<file path="config.mk">
export PLATFORM = sky130hd
export DESIGN_NAME = tube_slave_seq
export DESIGN_NICKNAME = d
export VERILOG_FILES = /design/src/rtl/tube_slave_seq_pkg.sv /design/src/rtl/tube_slave_seq_timer.sv /design/src/rtl/tube_slave_seq.sv
export SDC_FILE = /design/constraint.sdc
export NUM_CORES = 1
export LEC_CHECK = 0
export CORE_ASPECT_RATIO = 1.75
export CORE_UTILIZATION = 51
export CTS_BUF_LIST = sky130_fd_sc_hd__clkbuf_4
export DETAILED_ROUTE_END_ITERATION = 10
export GPL_ROUTABILITY_DRIVEN = 1
export PLACE_DENSITY = 0.81
export SLEW_MARGIN = 10
export SYNTH_ARGS = -nofsm -noshare
export SYNTH_HDL_FRONTEND = slang
export SYNTH_SLANG_ARGS = --single-unit
</file>
<file path="constraint.sdc">
create_clock -name clk -period 2.2 [get_ports clk]
set_input_delay 0.44 -clock clk [delete_from_list [all_inputs] [get_ports clk]]
set_output_delay 0.44 -clock clk [all_outputs]
set_load 0.02 [all_outputs]
</file>
<file path="src/rtl/tube_slave_seq_pkg.sv">
// Shared state encodings, arbiter grant constants and a sizing helper for the tube slave sequencer.
package tube_slave_seq_pkg;

  typedef enum logic [2:0] {
    S_IDLE     = 3'd0,
    S_WR_SETUP = 3'd1,
    S_WR_PULSE = 3'd2,
    S_WR_HOLD  = 3'd3,
    S_RD_PULSE = 3'd4,
    S_SETTLE   = 3'd5
  } state_t;

  localparam logic GRANT_TX = 1'b0;
  localparam logic GRANT_RX = 1'b1;

  function automatic int max3(input int a, input int b, input int c);
    int m;
    m = (a > b) ? a : b;
    return (m > c) ? m : c;
  endfunction

endpackage

</file>
<file path="src/rtl/tube_slave_seq_timer.sv">
// Loadable down-counter timing the pulse and settle phases; done is high while the count is zero.
module tube_slave_seq_timer #(
  parameter int CW = 2
) (
  input  logic          clk,
  input  logic          reset,
  input  logic          i_load,
  input  logic [CW-1:0] i_val,
  output logic          o_done
);

  logic [CW-1:0] r_cnt;

  always_ff @(posedge clk) begin
    if (reset) begin
      r_cnt <= '0;
    end else if (i_load) begin
      r_cnt <= i_val;
    end else if (r_cnt != '0) begin
      r_cnt <= r_cnt - 1'b1;
    end
  end

  assign o_done = (r_cnt == '0);

endmodule

</file>
<file path="src/rtl/tube_slave_seq.sv">
// Slave-side byte-latch sequencer: round-robin tx/rx arbitration, registered strobes, tx-stall watchdog.
// tx_ready pulses 2+WR_PULSE cycles after grant; rx is held off while the single rx holding register is full.
module tube_slave_seq
  import tube_slave_seq_pkg::*;
#(
  parameter int WR_PULSE  = 2,
  parameter int RD_PULSE  = 2,
  parameter int SETTLE    = 2,
  parameter int TIMEOUT_W = 16
) (
  input  logic       clk,
  input  logic       reset,
  input  logic [7:0] tx_data,
  input  logic       tx_valid,
  output logic       tx_ready,
  output logic [7:0] rx_data,
  output logic       rx_valid,
  input  logic       rx_ready,
  input  logic       slave_dir,
  input  logic       slave_dor,
  input  logic [7:0] slave_data_i,
  output logic [7:0] slave_data_o,
  output logic       slave_data_oe,
  output logic       slave_wr,
  output logic       slave_rd_b,
  output logic       busy,
  output logic       timeout_err,
  input  logic       err_clr
);

  localparam int CW = $clog2(max3(WR_PULSE, RD_PULSE, SETTLE)) + 1;
  localparam logic [TIMEOUT_W-1:0] WD_LAST = {{(TIMEOUT_W-1){1'b1}}, 1'b0};

  state_t               r_state, w_next;
  logic                 r_last_grant;
  logic                 w_tx_el, w_rx_el, w_grant_vld, w_grant_tx;
  logic                 w_tmr_load, w_tmr_done;
  logic [CW-1:0]        w_tmr_val;
  logic [TIMEOUT_W-1:0] r_wd;
  logic                 w_wd_run, w_wd_hit;
  logic                 r_tx_ready, r_slave_wr, r_rd_b, r_oe, r_busy, r_rx_valid, r_err;
  logic [7:0]           r_data_o, r_rx_data;

  assign w_tx_el = tx_valid & slave_dir;
  assign w_rx_el = slave_dor & ~r_rx_valid;

  always_comb begin
    w_next      = r_state;
    w_grant_vld = 1'b0;
    w_grant_tx  = 1'b0;
    w_tmr_load  = 1'b0;
    w_tmr_val   = '0;
    case (r_state)
      S_IDLE: begin
        if (w_tx_el && (!w_rx_el || r_last_grant == GRANT_RX)) begin
          w_grant_vld = 1'b1;
          w_grant_tx  = 1'b1;
          w_next      = S_WR_SETUP;
        end else if (w_rx_el) begin
          w_grant_vld = 1'b1;
          w_next      = S_RD_PULSE;
          w_tmr_load  = 1'b1;
          w_tmr_val   = CW'(RD_PULSE - 1);
        end
      end
      S_WR_SETUP: begin
        w_next     = S_WR_PULSE;
        w_tmr_load = 1'b1;
        w_tmr_val  = CW'(WR_PULSE - 1);
      end
      S_WR_PULSE: if (w_tmr_done) w_next = S_WR_HOLD;
      S_WR_HOLD: begin
        w_next     = S_SETTLE;
        w_tmr_load = 1'b1;
        w_tmr_val  = CW'(SETTLE - 1);
      end
      S_RD_PULSE: begin
        if (w_tmr_done) begin
          w_next     = S_SETTLE;
          w_tmr_load = 1'b1;
          w_tmr_val  = CW'(SETTLE - 1);
        end
      end
      S_SETTLE: if (w_tmr_done) w_next = S_IDLE;
      default: w_next = S_IDLE;
    endcase
  end

  tube_slave_seq_timer #(.CW(CW)) u_timer (
    .clk    (clk),
    .reset  (reset),
    .i_load (w_tmr_load),
    .i_val  (w_tmr_val),
    .o_done (w_tmr_done)
  );

  // Strobes are registered from the next state so every latch control comes straight off a flop.
  always_ff @(posedge clk) begin
    if (reset) begin
      r_state      <= S_IDLE;
      r_last_grant <= GRANT_RX;
      r_tx_ready   <= 1'b0;
      r_slave_wr   <= 1'b0;
      r_rd_b       <= 1'b1;
      r_oe         <= 1'b0;
      r_busy       <= 1'b0;
      r_data_o     <= '0;
      r_rx_data    <= '0;
      r_rx_valid   <= 1'b0;
    end else begin
      r_state    <= w_next;
      r_tx_ready <= (w_next == S_WR_HOLD);
      r_slave_wr <= (w_next == S_WR_PULSE);
      r_rd_b     <= (w_next != S_RD_PULSE);
      r_oe       <= (w_next == S_WR_SETUP) || (w_next == S_WR_PULSE) || (w_next == S_WR_HOLD);
      r_busy     <= (w_next != S_IDLE);
      if (w_grant_vld) r_last_grant <= w_grant_tx ? GRANT_TX : GRANT_RX;
      if (w_grant_tx) r_data_o <= tx_data;
      if (r_state == S_RD_PULSE && w_tmr_done) begin
        r_rx_data  <= slave_data_i;
        r_rx_valid <= 1'b1;
      end else if (r_rx_valid && rx_ready) begin
        r_rx_valid <= 1'b0;
      end
    end
  end

  // The error fires on the step into all-ones, so a saturated counter does not re-raise it after err_clr.
  assign w_wd_run = tx_valid & ~slave_dir & (r_state == S_IDLE);
  assign w_wd_hit = w_wd_run && (r_wd == WD_LAST);

  always_ff @(posedge clk) begin
    if (reset) begin
      r_wd  <= '0;
      r_err <= 1'b0;
    end else begin
      if (!w_wd_run) r_wd <= '0;
      else if (!(&r_wd)) r_wd <= r_wd + 1'b1;
      if (w_wd_hit) r_err <= 1'b1;
      else if (err_clr) r_err <= 1'b0;
    end
  end

  a_oe_rd_excl: assert property (@(posedge clk) disable iff (reset) !(r_oe && !r_rd_b));

  assign tx_ready      = r_tx_ready;
  assign rx_data       = r_rx_data;
  assign rx_valid      = r_rx_valid;
  assign slave_data_o  = r_data_o;
  assign slave_data_oe = r_oe;
  assign slave_wr      = r_slave_wr;
  assign slave_rd_b    = r_rd_b;
  assign busy          = r_busy;
  assign timeout_err   = r_err;

endmodule
</file>
==> results of run 1 <==
==> flip-flops by register name, summed over array words and instances, names as in the netlist <==
register and cells:
slave_data_o 8, tx_ready 1, timeout_err 1, u_timer.r_cnt 2, r_last_grant 1, slave_wr 1
r_state 3, r_wd 16, rx_data 8, busy 1, slave_rd_b 1, slave_data_oe 1
rx_valid 1
==> per-stage QoR <==
stage / utilization [%] / hold WS [ns] / instances
after floorplan: - / 0.458 / 238
after global placement: 68.0 / 0.441 / 325
after detailed placement: 68.0 / 0.450 / 325
after CTS: 70.8 / 0.467 / 333
after global routing: 70.8 / 0.498 / 333
final: 70.8 / 0.465 / 333
==> cell families (layout without fill, tap and decap cells) <==
| group | after synthesis | in the layout | synth area share, % |
|---|---|---|---|
| multiplexers | 11 | 11 | 5.48 |
| adder cells (fa/ha/maj) | 3 | 3 | 1.87 |
| AND/OR/NAND/NOR | 108 | 108 | 27.3 |
| AO/OA/AOI/OAI | 48 | 48 | 14.1 |
| buffers and inverters | 19 | 68 | 4.61 |
| flip-flops | 45 | 45 | 44.8 |
| XOR/XNOR | 4 | 4 | 1.74 |
==> synthesized netlist by cell type, drive strengths merged, types with 2 or more instances <==
cell / number
nor3: 9
a311oi: 2
nor2: 23
nor3b: 2
inv: 7
a31oi: 4
nand3: 6
and4: 2
o21ai: 10
clkbuf: 6
nand2b: 3
and2: 3
buf: 6
a21oi: 22
dfxtp: 45
nand2: 31
nor2b: 4
nor4: 4
or3: 8
mux2i: 11
ha: 3
xnor2: 3
nand4: 9
==> routing by layer <==
layer	track usage (%)	share of wire, %	vias up
met5	0	0	-
met4	8.57	1.7	0
met3	5.73	4.1	6
met2	47.4	56	45
met1	20.2	38	876
li1	-	-	936
==> report_power, final <==
part	switching (W)	leakage, nW	internal (W)	total, W
Clock	0.000265	0.0552	0.000352	0.000617
Sequential	0.0000653	0.366	0.000919	0.000984
Combinational	0.000425	0.509	0.000358	0.000783
Total	0.000755	0.930	0.00163	0.00238
==> how the worst max path moves through the flow <==
stage                     slack, ns       start                to  cells past startpoint
after global placement         0.28    tx_valid  u_timer.r_cnt[1]                      5
after global routing           0.35  r_state[0]          r_wd[11]                      4
after CTS                      0.39    rx_valid          rx_valid                      1
final                          0.41    rx_valid          rx_valid                      1
after detailed placement       0.25    tx_valid   slave_data_o[6]                      6
after floorplan                0.65     r_wd[6]          r_wd[14]                      4
==> cell type report <==
type	instances	area [um^2]	share of cell area (%)
Multi-Input combinational cell	174	1020	39.0
Sequential cell	45	901	34.4
Tap cell	46	57.6	2.20
Inverter	7	26.3	1.00
Timing Repair Buffer	53	510	19.5
Clock buffer	5	37.5	1.43
Clock inverter	3	65.1	2.48
==> reports/results.tsv, run 1 <==
metric	value	unit
overall via count from detail_route	1863	
Mean Syn Cell Area	8.44	um^2
port bufs	45	
share of cells above drive strength 1	8.01	%
Initial Utilization	54.3	%
# fillers	316	
Hold WC Path Type	flop to flop	
Post-CTS Setup Bufs	0	
die area	0.00420	mm^2
overall routed net length	4470	um
VDD IR max	0.000920	V
Die W	49.5	um
Die Y	85.0	um
CP max-delay cell	clkdlybuf4s50_1	
clock sink count	45	
worst r2r dst	r_wd[11]	
Fin Clk Skew	0.0138	ns
Top delay family on crit path	buffers and inverters	
placed cell area	0.00252	mm^2
GRT Overall Usage	23.1	%
Final Hold Fails	0	
Tcrit/Tclk final	81.2	%
critical path class	flop to output pin	
wire per inst	13.4	um
Hold Startpoint	rx_data[4]	
maximum clock path buffer count	2	
Max Slew Vio Count	0	
Post-Syn Area	0.00201	mm^2
commonest cells after routing, fill and taps aside	dfxtp_1, clkdlybuf4s50_1, nand2_1	
Clk Latency, worst-skew pair	0.36	ns
Pwr Total	0.00238	W
Final ANT Viol Nets	0	
Post-synth EDFFs	0	
CTS tree	done	
top_reg_cell synth	dfxtp_1	
Hold EP	rx_data[4]	
core area	0.00370	mm^2
num rows	29	
first-pass GRT wire length	7490	um
Startpoint Class	flop	
clock transition at the registers of the reported paths	0.12	ns
CTS Buf Count	5	
Final WS setup	0.414	ns
initial DRC count	54	
design area	0.00262	mm^2
worst path bufs/invs	1	
R2R depth	4	
WP data required	1.76	ns
Cells after Synth	238	
synthesis warning total	0	
CP arrival	1.35	ns
vias in the first global route	1830	
worst-path fanout max	3	
Worst Tran Pin Value	0.518	ns
Max Cap Violations	0	
hold_buf cts	0	
Vias/cell	5.59	
FF-to-FF setup slack	0.42	ns
# setup viols final	0	
Ant. Diodes	0	
DRT Pass-1 Iters	4	
Leakage	0.930	nW
post-place setup slack	0.245	ns
setup TNS	0	ns
PostCTS Resize Cnt	0	
worst reg2reg startpoint	r_state[0]	
run status	finished clean	
sequential area share after synthesis	44.8	%
CTS root buf	clkbuf_4	
Crit path largest cell delay	0.62	ns
initial antenna violation count	0	
PD cells	910	mW/mm^2
min Tclk post-route	1.79	ns
gr ovfl total	0	
cell chain of the critical path	clkdlybuf4s50_1	
Post-DP HPWL	3340	um
share of the synthesized area in the top cell type	44.8	%
Seq cells post-synth	45	
dominant cell type by area after synthesis	dfxtp_1	
Crit. End Element	output pin	
gpl congestion	0.815	
area delta synth->final	30.3	%
RSZ-0062 raised after global routing	false	
syn_nets	264	
H-tree depth	2	
largest net degree at the start of global routing	30	
Synth cell types	44	
DRC	0	
IO Count	46	
Achievable Freq	560	MHz
Synth area leaders	dfxtp_1, nand2_1, a21oi_1	
hold path depth	2	
Layout Nets	312	
Worst slew margin	65.4	%
ys async rst share	0	%
No activity file was read; power rests on OpenSTA's default activity.
==> run 2, diff against run 1 <==
clock period = 1.75 ns   (was 2.2 ns; I/O delays follow)
==> run 2 against run 1 <==
- first-iteration DRC count fell by 30%
- utilization rose by 1.7 points
- flip-flop and latch count unchanged
- worst setup slack lost 0.34 ns
- sequential power increased by 24%
- final cell count grew 3.6%
- clock skew is 0.0079 ns higher
- power grew 17%
- die area unchanged
- via count is 4.2% higher
==> reports/results.tsv, run 2 (synthesized netlist as in run 1, its figures left out) <==
metric	value	unit	change
IO Count	46		unchanged
VDD IR max	0.000952	V	+3.5%
PostCTS Resize Cnt	0		unchanged
max reg flops	16		unchanged
initial DRC count	38		-30%
Die W	49.5	um	unchanged
Leakage	1.03	nW	+11%
design area	0.00268	mm^2	+2.4%
CTS Buf Count	5		unchanged
critical path class	flop to flop		
Hold WC Path Type	flop to flop		
largest net degree at the start of global routing	17		-43%
worst path bufs/invs	0		-1
CTS tree	done		
num rows	29		unchanged
Crit. End Element	flop		
Final Hold Fails	0		unchanged
Ant. Diodes	0		unchanged
Max Cap Violations	0		unchanged
vias in the first global route	1875		+2.5%
Startpoint Class	flop		
gr ovfl total	0		unchanged
H-tree depth	2		unchanged
initial antenna violation count	0		unchanged
RSZ-0062 raised after global routing	false		
core area	0.00370	mm^2	unchanged
overall routed net length	4760	um	+6.6%
first-pass GRT wire length	7890	um	+5.4%
Fin Clk Skew	0.0217	ns	+0.00786 ns
PD cells	1040	mW/mm^2	+14%
most common cell after layout, fill and taps aside	dfxtp_1		
run status	finished clean		
Crit path largest cell delay	0.51	ns	-0.11 ns
GRT Overall Usage	24.3	%	+1.2 points
Initial Utilization	54.3	%	unchanged
Top delay family on crit path	simple AND/OR/NAND/NOR gates		
Worst slew margin	74.5	%	+9.1 points
Reg with most FFs	r_wd		
overall via count from detail_route	1942		+4.2%
commonest cells after routing, fill and taps aside	dfxtp_1, clkdlybuf4s50_1, nand2_1		
# setup viols final	0		unchanged
maximum clock path buffer count	2		unchanged
Achievable Freq	596	MHz	
DRT Pass-1 Iters	6		+2
min Tclk post-route	1.68	ns	
die area	0.00420	mm^2	unchanged
setup TNS	0	ns	unchanged
Worst Tran Pin Value	0.373	ns	-0.144 ns
area delta synth->final	33.4	%	
hold_buf cts	0		unchanged
CTS root buf	clkbuf_4		
Tcrit/Tclk final	95.8	%	
worst-path fanout max	6		+3
placed cell area	0.00261	mm^2	+3.6%
clock transition at the registers of the reported paths	0.15	ns	+0.03 ns
wire per inst	13.8	um	+2.8%
Layout Nets	324		+3.8%
Vias/cell	5.63		+0.61%
gpl congestion	0.862		+5.7%
Die Y	85.0	um	unchanged
Final ANT Viol Nets	0		unchanged
share of cells above drive strength 1	12.7	%	+4.7 points
CP max-delay cell	or4_1		
DRC	0		unchanged
clock sink count	45		unchanged
port bufs	45		unchanged
WP data required	2.04	ns	+0.28 ns
cell chain of the critical path	nand2_1, or3_4, or4_1, a21oi_1		
Post-DP HPWL	3640	um	+8.8%
Max Slew Vio Count	0		unchanged
Post-CTS Setup Bufs	0		unchanged
CP arrival	1.97	ns	+0.62 ns
Clk Latency, worst-skew pair	0.37	ns	about the same
==> run 2: cell count changes in the layout (fill, tap and decap cells not counted), sizes merged <==
cell | before | now
buf | 8 | 20
clkdlybuf4s50 | 45 | 41
dlymetal6s2s | 0 | 4
bufinv | 2 | 0
clkinv | 1 | 2
clkinvlp | 0 | 1
==> run 2: where the power goes <==
group / internal (W) / switching (W) / total, W
Combinational: 0.000488 / 0.000570 / 0.00106
Clock: 0.000152 / 0.000350 / 0.000502
Sequential: 0.00116 / 0.0000606 / 0.00122
==> run 2: metrics by stage <==
stage / utilization (%) / power [W] / cells / hold WS (ns) / setup slack, ns
after floorplan: - / 0.00189 / 238 / 0.458 / 0.203
after global placement: 70.4 / 0.00227 / 337 / 0.443 / -0.0213
after detailed placement: 70.4 / 0.00230 / 337 / 0.449 / -0.121
after CTS: 71.9 / 0.00280 / 345 / 0.467 / 0.0160
after global routing: 72.4 / 0.00294 / 345 / 0.487 / 0.00930
final: 72.4 / 0.00278 / 345 / 0.465 / 0.0731
==> run 2: worst min-delay path, stage by stage (launching register included) <==
cell and delay [ns]:
dfxtp_1 0.33, nand2_1 0.05, a21oi_1 0.05
==> run 2: path summary, 6_finish.rpt <==
| path | startpoint | to | slack (ns) | cells after the start |
|---|---|---|---|---|
| setup / recovery | r_wd[10] | r_wd[14] | 0.07 | 4 |
| hold / removal | rx_data[0] | rx_data[0] | 0.46 | 2 |
| setup reg to reg | r_wd[10] | r_wd[14] | 0.07 | 4 |
| hold reg to reg | rx_data[0] | rx_data[0] | 0.46 | 2 |
==> run 2: layout make-up <==
type | count | area [um^2]
multi-input cells | 174 | 1030
fillers | 293 | 1020
flip-flops and latches | 45 | 902
repair buffers | 65 | 611
well taps | 46 | 57.6
clock buffers | 5 | 37.5
inverters | 7 | 26.3
clock inverters | 3 | 17.5
==> run 2: metal layers <==
metal,global-route usage [%],share of wire (%),vias up
li1,-,-,967
met1,23.7,38,896
met2,45.3,54,63
met3,5.02,4.3,16
met4,14.5,3.6,0
met5,0,0,-
==> run 3, diff against run 2 <==
CORE_UTILIZATION = 55   (was 51)
PLACE_DENSITY = 0.87   (was 0.81)
clock period = 2 ns   (was 1.75 ns; I/O delays follow)
==> run 3 against run 2 <==
- count of clock-buffer cells in the layout up 1
- worst setup slack better by 0.17 ns
- register-to-register slack better by 0.23 ns
==> reports/results.tsv, run 3 (synthesized netlist as in run 1, its figures left out) <==
metric	value	unit	change
wire per inst	13.8	um	-0.11%
vias in the first global route	1814		-3.3%
Worst Tran Pin Value	0.399	ns	+0.0254 ns
max reg flops	16		unchanged
worst path bufs/invs	1		+1
gpl congestion	0.835		-3.1%
Startpoint Class	flop		
RSZ-0062 raised after global routing	false		
Crit. End Element	output pin		
CP max-delay cell	clkdlybuf4s50_1		
clock sink count	45		unchanged
cell chain of the critical path	clkdlybuf4s50_1		
Reg area	901	um^2	-0.14%
Post-DP HPWL	3520	um	-3.1%
area of the multi-input gates	0.00102	mm^2	-0.85%
Clk Latency, worst-skew pair	0.35	ns	-0.02 ns
Die Y	82.0	um	-3.6%
Fin Clk Skew	0.0104	ns	-0.0112 ns
worst-path fanout max	3		-3
Final ANT Viol Nets	0		unchanged
share of cells above drive strength 1	8.65	%	-4.1 points
H-tree depth	2		unchanged
Post-CTS Setup Bufs	0		unchanged
largest net degree at the start of global routing	30		+13
Top delay family on crit path	buffers and inverters		
Vias/cell	5.54		-1.6%
Reg with most FFs	r_wd		
GRT Overall Usage	25.8	%	+1.5 points
placed cell area	0.00253	mm^2	-2.9%
hold_buf cts	0		unchanged
design area	0.00258	mm^2	-3.6%
CP arrival	1.36	ns	-0.61 ns
Ant. Diodes	0		unchanged
PostCTS Resize Cnt	0		unchanged
Hold WC Path Type	flop to flop		
CTS Buf Count	5		unchanged
# fillers	273		-6.8%
IO Count	46		unchanged
Final WS setup	0.240	ns	+0.167 ns
die area	0.00391	mm^2	-7.0%
run status	finished clean		
CTS root buf	clkbuf_4		
PD cells	929	mW/mm^2	-10%
maximum clock path buffer count	2		unchanged
Leakage	0.921	nW	-11%
initial antenna violation count	0		unchanged
gr ovfl total	0		unchanged
Final Hold Fails	0		unchanged
Tcrit/Tclk final	88.0	%	
critical path class	flop to output pin		
port bufs	45		unchanged
commonest cells after routing, fill and taps aside	dfxtp_1, clkdlybuf4s50_1, nand2_1		
overall via count from detail_route	1850		-4.7%
Layout Nets	314		-3.1%
post-place setup slack	0.0438	ns	+0.165 ns
Worst slew margin	72.7	%	-1.7 points
overall routed net length	4610	um	-3.3%
Crit path largest cell delay	0.62	ns	+0.11 ns
DRC	0		unchanged
hold slack	0.463	ns	-0.00148 ns
Max Slew Vio Count	0		unchanged
area delta synth->final	28.6	%	
Max Cap Violations	0		unchanged
first-pass GRT wire length	7350	um	-6.9%
clock transition at the registers of the reported paths	0.12	ns	-0.03 ns
Initial Utilization	58.5	%	+4.2 points
num rows	28		-3.4%
initial DRC count	21		-45%
VDD IR max	0.000784	V	-18%
WP data required	1.60	ns	-0.44 ns
Achievable Freq	568	MHz	
Die W	47.7	um	-3.6%
# setup viols final	0		unchanged
core area	0.00343	mm^2	-7.2%
DRT Pass-1 Iters	4		-2
CTS tree	done		
min Tclk post-route	1.76	ns	
setup TNS	0	ns	unchanged
-- run 3: cell types whose count changed in the layout (fill, tap and decap cells not counted), sizes merged --
cell / before / now
clkdlybuf4s50: 41 / 45
clkbuf: 5 / 6
clkinvlp: 1 / 0
dlymetal6s2s: 4 / 0
buf: 20 / 10
-- run 3: tightest hold or removal path, cell delays in order (launching register included) --
cell	delay [ns]
dfxtp_1	0.33
nand2_1	0.05
a21oi_1	0.05
-- run 3: layout make-up --
cell class,instances,area share [%]
multi-input combinational,174,39.5
sequential,45,34.8
timing repair buffer,55,20.3
tap,45,2.18
clock buffer,6,1.74
inverter,7,1.02
clock inverter,2,0.387
-- run 3: worst paths after layout --
check	startpoint	cells after the start	slack, ns	endpoint
worst max-delay path	rx_valid	1	0.24	rx_valid
worst min-delay path	rx_data[1]	2	0.46	rx_data[1]
worst max register to register	r_wd[6]	4	0.30	r_wd[14]
worst min register to register	rx_data[1]	2	0.46	rx_data[1]
-- run 3: through the flow --
stage	util, %	instances	total power [W]
CTS	75.3	334	0.00242
floorplan	-	238	0.00166
finish	75.3	334	0.00240
global route	75.3	334	0.00255
detailed placement	73.7	326	0.00199
global placement	73.7	326	0.00197
-- run 3: layer usage --
layer / global-route usage (%) / vias to the layer above / wire [um]
met5: 0 / - / 0
met4: 11.7 / 0 / 102
met3: 3.96 / 9 / 110
met2: 49.6 / 39 / 2630
met1: 24.4 / 862 / 1770
li1: - / 940 / -
-- run 3: report_power, final --
part / leakage (nW) / switching, W / internal (W)
Combinational: 0.520 / 0.000492 / 0.000410
Sequential: 0.366 / 0.0000567 / 0.00101
Clock: 0.0354 / 0.000284 / 0.000148
Total: 0.921 / 0.000833 / 0.00157
